$ cat config.mk
export PLATFORM = sky130hd
export DESIGN_NAME = bus_arbiter_2m_split
export DESIGN_NICKNAME = d
export VERILOG_FILES = /design/src/rtl/bus_arbiter_2m_split.sv
export SDC_FILE = /design/constraint.sdc
export NUM_CORES = 1
export LEC_CHECK = 0
export ABC_AREA = 1
export CORE_MARGIN = 2
export CORE_UTILIZATION = 54
export CTS_CLUSTER_DIAMETER = 150
export DETAILED_ROUTE_END_ITERATION = 7
export HOLD_SLACK_MARGIN = 0.15
export PLACE_DENSITY = 0.75
export SLEW_MARGIN = 20
export SYNTH_ARGS = -nofsm -noshare
export SYNTH_HDL_FRONTEND = slang
export SYNTH_SLANG_ARGS = --single-unit
$ cat constraint.sdc
create_clock -name clk -period 1.95 [get_ports clk]
set_input_delay 0.195 -clock clk [delete_from_list [all_inputs] [get_ports clk]]
set_output_delay 0.195 -clock clk [all_outputs]
set_load 0.05 [all_outputs]
$ cat src/rtl/bus_arbiter_2m_split.sv
// bus_arbiter_2m_split: two-master bus arbiter with split parking/resume and a hold watchdog.
// Define ARB_ROUND_ROBIN_EN to break ties toward the master not granted most recently.
module bus_arbiter_2m_split #(
   parameter int TIMEOUT = 256,
   parameter int CNT_W   = 9
) (
   input  logic clk,
   input  logic rstn,
   input  logic m1_breq,
   input  logic m2_breq,
   input  logic s_split,
   input  logic s_split_ready,
   output logic m1_bgrant,
   output logic m2_bgrant,
   output logic msel,
   output logic m1_split,
   output logic m2_split,
   output logic split_grant,
   output logic timeout_err,
   output logic bus_busy
);
   localparam logic [1:0] IDLE   = 2'd0;
   localparam logic [1:0] OWN_M1 = 2'd1;
   localparam logic [1:0] OWN_M2 = 2'd2;
   logic [1:0] state, pend, blk, br, elig;
   logic [CNT_W-1:0] cnt;
   logic park, resume, settle, go, who, own, wd, tie_m2;
   assign br     = {m2_breq, m1_breq};
   assign park   = pend[1];
   assign settle = |pend & s_split_ready;
   assign resume = settle & br[park];
   assign elig   = br & ~pend & ~blk;
   assign go     = resume | (~settle & |elig);
   assign who    = resume ? park : (&elig ? tie_m2 : elig[1]);
   assign own    = state == OWN_M2;
   assign wd     = TIMEOUT > 0 && cnt == CNT_W'(TIMEOUT - 1);
`ifdef ARB_ROUND_ROBIN_EN
   logic last;
   assign tie_m2 = ~last;
   always_ff @(posedge clk)
      if (!rstn) last <= 1'b1;
      else if (state == IDLE && go) last <= who;
`else
   assign tie_m2 = 1'b0;
`endif
   always_ff @(posedge clk) begin
      if (!rstn) begin
         state       <= IDLE;
         pend        <= 2'b00;
         blk         <= 2'b00;
         cnt         <= '0;
         msel        <= 1'b0;
         split_grant <= 1'b0;
         timeout_err <= 1'b0;
      end else begin
         timeout_err <= 1'b0;
         blk         <= blk & br;
         if (state == IDLE) begin
            if (settle) pend <= 2'b00;
            if (go) begin
               state       <= who ? OWN_M2 : OWN_M1;
               msel        <= who;
               cnt         <= '0;
               split_grant <= resume;
            end
         end else if (!br[own]) begin
            state       <= IDLE;
            split_grant <= 1'b0;
         end else if (s_split && pend == 2'b00) begin
            state       <= IDLE;
            pend[own]   <= 1'b1;
            split_grant <= 1'b0;
         end else if (wd) begin
            // revoked owner stays blocked until it drops its request
            state       <= IDLE;
            timeout_err <= 1'b1;
            blk[own]    <= 1'b1;
            split_grant <= 1'b0;
         end else if (cnt != '1) begin
            cnt <= cnt + 1'b1;
         end
      end
   end
   assign m1_bgrant = state == OWN_M1;
   assign m2_bgrant = state == OWN_M2;
   assign m1_split  = pend[0];
   assign m2_split  = pend[1];
   assign bus_busy  = m1_bgrant | m2_bgrant;
endmodule

Word-level counts from Yosys, hierarchy flattened
Cells that the tools add are included.
{"block": "classes", "muxes": 34, "n_lt_le_gt_ge": 3, "n_reduce_logical": 15, "addsub": 1, "multipliers": 0, "bitwise": 15, "div": 0, "n_eq_ne": 9, "n_shift": 0}
{"operator": "$mux W9", "count": 6}
{"operator": "$mux W2", "count": 14}
{"operator": "$mux W1", "count": 13}
{"operator": "$add A9 B1 Y9 const B", "count": 1}
{"operator": "$eq A9 B8 Y1 const B", "count": 1}
{"operator": "$ne A9 B9 Y1 const B", "count": 1}
{"operator": "$and A2 B2 Y2", "count": 3}
{"operator": "$ne A2 B2 Y1 const B", "count": 3}
{"operator": "$reduce_and A2 Y1", "count": 3}
{"operator": "$reduce_bool A2 Y1", "count": 3}
{"operator": "$reduce_and A5 Y1", "count": 1}
{"operator": "$logic_not A2 Y1", "count": 2}
{"operator": "$lt A1 B2 Y1 const B", "count": 2}
{"operator": "$ne A4 B3 Y1 const B", "count": 1}
{"operator": "$not A2 Y2", "count": 2}
{"operator": "$or A2 B2 Y2", "count": 2}
{"operator": "$reduce_or A2 Y1", "count": 2}
{"operator": "$reduce_or A4 Y1", "count": 1}
{"operator": "$and A1 B1 Y1", "count": 3}
{"operator": "$not A1 Y1", "count": 3}
{"operator": "$reduce_and A3 Y1", "count": 1}
{"operator": "$eq A2 B1 Y1 const B", "count": 1}
{"operator": "$eq A2 B2 Y1 const B", "count": 1}
{"operator": "$logic_and A1 B1 Y1", "count": 2}
{"operator": "other kinds (4)", "count": 5}
{"block": "word_totals", "ff_bits": 18, "latchBits": 0, "mem_bits_ro": 0, "mem_count": 0, "ram_bits": 0, "out_inout_bits": 8, "wordCells": 84}

Longest topological paths before layout
{"block": "depth", "word_depth": 10, "mapped_depth": 14, "mapped_depth_nobuf": 13}

Least setup slack after synthesis
Ideal clock, no wire load.
{"block": "synth_timing", "path_type": "register -> register", "start": "register cnt[0]", "end": "register cnt[6]", "path_buffers": 1, "arrival_time_ns": 1.684, "required_time_ns": 1.840, "stages_incl_launch_ff": 15, "synth_period_minus_slack_ns": 1.794, "slack_ns": 0.156, "cell_sequence": "dfxtp_1 > ha_1 > nand2_1 > nor2_1 > nand3_1 > nor2_1 > ha_1 > nand2_1 > nand2_1 > nor2_2 > buf_6 > nand3_1 > nand2_1 > inv_1 > nor2_1"}
{"block": "synth_between", "elab_chain_len": 6}
{"item": "start: declaration", "line": "26", "text": "logic [CNT_W-1:0] cnt;"}
{"item": "start signal: assignment", "line": "80", "text": "cnt <= cnt + 1'b1;"}
{"item": "$add A9 B1 Y9", "line": "80"}
{"item": "$mux W9", "line": "79", "text": "end else if (cnt != '1) begin"}
{"item": "$mux W9", "line": "73", "text": "end else if (wd) begin"}
{"item": "$mux W9", "line": "69", "text": "end else if (s_split && pend == 2'b00) begin"}
{"item": "$mux W9", "line": "66", "text": "end else if (!br[own]) begin"}
{"item": "$mux W9", "line": "58", "text": "if (state == IDLE) begin"}
Several ways; a longest one is shown, not always the timed one. The select of a mux whose other input is x is not followed.
A chain may end at the register's enable or synchronous reset.

Worst setup path in the final report
{"block": "layout_timing", "start": "register cnt[1]", "end": "register split_grant"}
{"block": "layout_between", "elab_chain_len": 3}
{"item": "$eq A9 B8 Y1", "line": "36", "text": "assign wd = TIMEOUT > 0 && cnt == CNT_W'(TIMEOUT - 1);"}
{"item": "net wd", "line": "27", "text": "logic park, resume, settle, go, who, own, wd, tie_m2;"}
{"item": "$ne A4 B3 Y1 (no line)"}
{"item": "$reduce_and A2 Y1 (no line)"}
{"item": "end signal: assignment", "line": "64", "text": "split_grant <= resume;"}
{"item": "end: declaration", "line": "18", "text": "output logic split_grant,"}
The timed path passes the listed nets, and every way through them passes these cells.

==> impl_metrics.ini <==
[cts]
cts_buffer_depth = 2
cts_tree = built
cts_htree_levels = 1
root_buffer = clkbuf_4
cts.sinks = 18
clk_pin_slew_ps = 110
cts_buffers = 3
cts-hold-fix-buffers = 0
insertion_delay_ps = 290

[grt]
grt_max_degree = 14
grt_first_pass_wirelength_mm = 4.008
grt_pass1_vias = 960
track_usage_pct = 20.59
overflow = 0
antenna_found_initial = 0

[route]
num_vias = 1153
firstDrtPassIters = 4
routed_wl_mm = 2.656
drc = 0
first_iter_violations = 32
postRouteAntennaNets = 0
wl_per_cell_um = 12.24
viasPerCell = 5.313

[synthesis]
syn_area_um2 = 1141
yosys.cell_types.count = 25
avgSynthCellArea_um2 = 6.673
syn-num-nets = 184
async_flop_share_pct = 0
ys_seq_elements = 18
syn_inst = 171
yosys_most_used_dff = dfxtp_1
yosysWarnings = 0
synth_seq_area_share_pct = 31.58
synth-edff-count = 0

[finish]
layout_commonest_cell = nand2_1
diodes = 0
layout_common_cells = nand2_1, inv_1, nand3_1, dfxtp_1, nor2_1
final_nets = 204
drive_gt1_share_pct = 18.42
syn_to_final_growth_pct = 23.68
fillerInstances = 148
layout.cells.non_filler = 217

[place]
io_buffers = 13
place_ws_ps = -79.50
routabilityCongestion = 0.9181
placed_cells = 211
dp_hpwl_mm = 1.802

[setup_path]
criticalPathCategory = flip-flop to flip-flop
worstPathRequired_ps = 2120
worstPathCellList = ha_1 > nand2_2 > nor2_2 > nand3_2 > nor2_4 > buf_4 > ha_1 > nor2_1 > nand2_1 > nand2_1 > nand2_1 > a21oi_1
crit_path_top_delay_cell = dfxtp_1
crit_top_cell = nand2_1
endpoint_kind = flip-flop
start_kind = flip-flop
slowest_delay_ps = 350
crit_path_max_fanout = 3
arrival_ps = 2030
r2r_slack_ps = 100

[floorplan]
io_pins = 14
start_util_pct = 57.58
fp-row-count = 16
fp.coreArea_um2 = 1982
die_width_um = 49.97
fp.dieArea_um2 = 2497
die_h_um = 49.97

[run]
drv_cap = 0

[sta]
tns_ps = 0
tightestPinTransition_ps = 512.6
min_period_ps = 1853
setup_viol = 0
fin_crit_sh_pct = 95.03
clock_skew_ps = 3.097
setup_ws_ps = 96.96
slew_headroom_pct = 65.77
drv_slew = 0
fmax_mhz = 539.7
hold_viol_final = 0

[hold_path]
hp-class = flip-flop to flip-flop

[power]
power_mw = 1.565
peakVddDrop_v = 0.001007
powerDensity_nw_per_um2 = 1109
power_leakage_nw = 0.5777

[run_status]
status = finished clean
## power by group
| part | switching, mW | internal, mW | total (mW) |
|---|---|---|---|
| sequential | 0.0430 | 0.403 | 0.446 |
| clock | 0.119 | 0.114 | 0.232 |
| combinational | 0.616 | 0.270 | 0.886 |
| total | 0.778 | 0.788 | 1.57 |
## cell type report
cell class | count | area, µm² | area share, %
Multi-Input combinational cell | 129 | 735.7 | 52.13
Inverter | 21 | 78.83 | 5.585
Timing Repair Buffer | 18 | 165.2 | 11.70
Clock buffer | 4 | 36.28 | 2.571
Tap cell | 27 | 33.78 | 2.394
Sequential cell | 18 | 361.6 | 25.62
## worst max-delay path: cells and delay by family, from the launching register on
| kind | cells | cell delay [ps] |
|---|---|---|
| compound gates | 1 | 60 |
| fa+ha+maj | 2 | 350 |
| simple gates | 8 | 850 |
| buf+inv | 1 | 140 |
| flops | 1 | 350 |
## synth_stat cells (3+ instances only)
| library cell | number | share of area (%) |
|---|---|---|
| nand2_1 | 48 | 16 |
| inv_1 | 19 | 6.3 |
| nand3_1 | 19 | 8.3 |
| dfxtp_1 | 18 | 32 |
| nor2_1 | 15 | 4.9 |
| a21oi_1 | 13 | 5.7 |
| ha_1 | 7 | 7.7 |
| nand4_1 | 5 | 2.7 |
| nand3_2 | 3 | 2.6 |
| nor2_2 | 3 | 1.6 |
## flip-flops by register name (all words and copies together) (netlist names), named ones only
name and count:
blk 2, cnt 9, msel 1, pend 1
split_grant 1, state 2, timeout_err 1
## worst paths after layout
| kind | cells after the start | startpoint | endpoint |
|---|---|---|---|
| max | 12 | cnt[1] | split_grant |
| min | 2 | split_grant | split_grant |
| max reg2reg | 12 | cnt[1] | split_grant |
| min reg2reg | 2 | split_grant | split_grant |
## metrics by stage
step | cell area [µm²] | utilization, % | hold WS [ps]
after floorplan | 1141 | - | 319.2
after global routing | 1411 | 71.21 | 491.8
after global placement | 1299 | 65.53 | 452.6
after CTS | 1343 | 67.74 | 476.8
after detailed placement | 1299 | 65.53 | 456.9
final | 1411 | 71.21 | 475.2
## repair_timing
| item | 4_1_cts | 5_1_grt |
|---|---|---|
| pin swaps | 0 | 5 |
| setup endpoints to repair | 6 | 11 |
| setup buffers | 0 | 1 |
| gates resized for setup | 2 | 14 |
| cloned | 0 | 1 |
## metal layers
metal  global-route usage [%]  up-vias  share of wire (%)
met5                        0        -                  0
met2                    32.44       37                 49
met1                    28.63      513                 45
met3                    3.939        4                5.0
met4                    5.556        0               0.79
li1                         -      599                  -
## cells by family after synthesis
kind of cell             Yosys count  share of synthesized area (%)
AO/OA/AOI/OAI                     17                          7.895
adder cells (fa/ha/maj)            7                          7.675
buffers and inverters             25                          9.649
flip-flops                        18                          31.58
AND/OR/NAND/NOR                  104                          43.20
No activity file was read; power rests on OpenSTA's default activity.
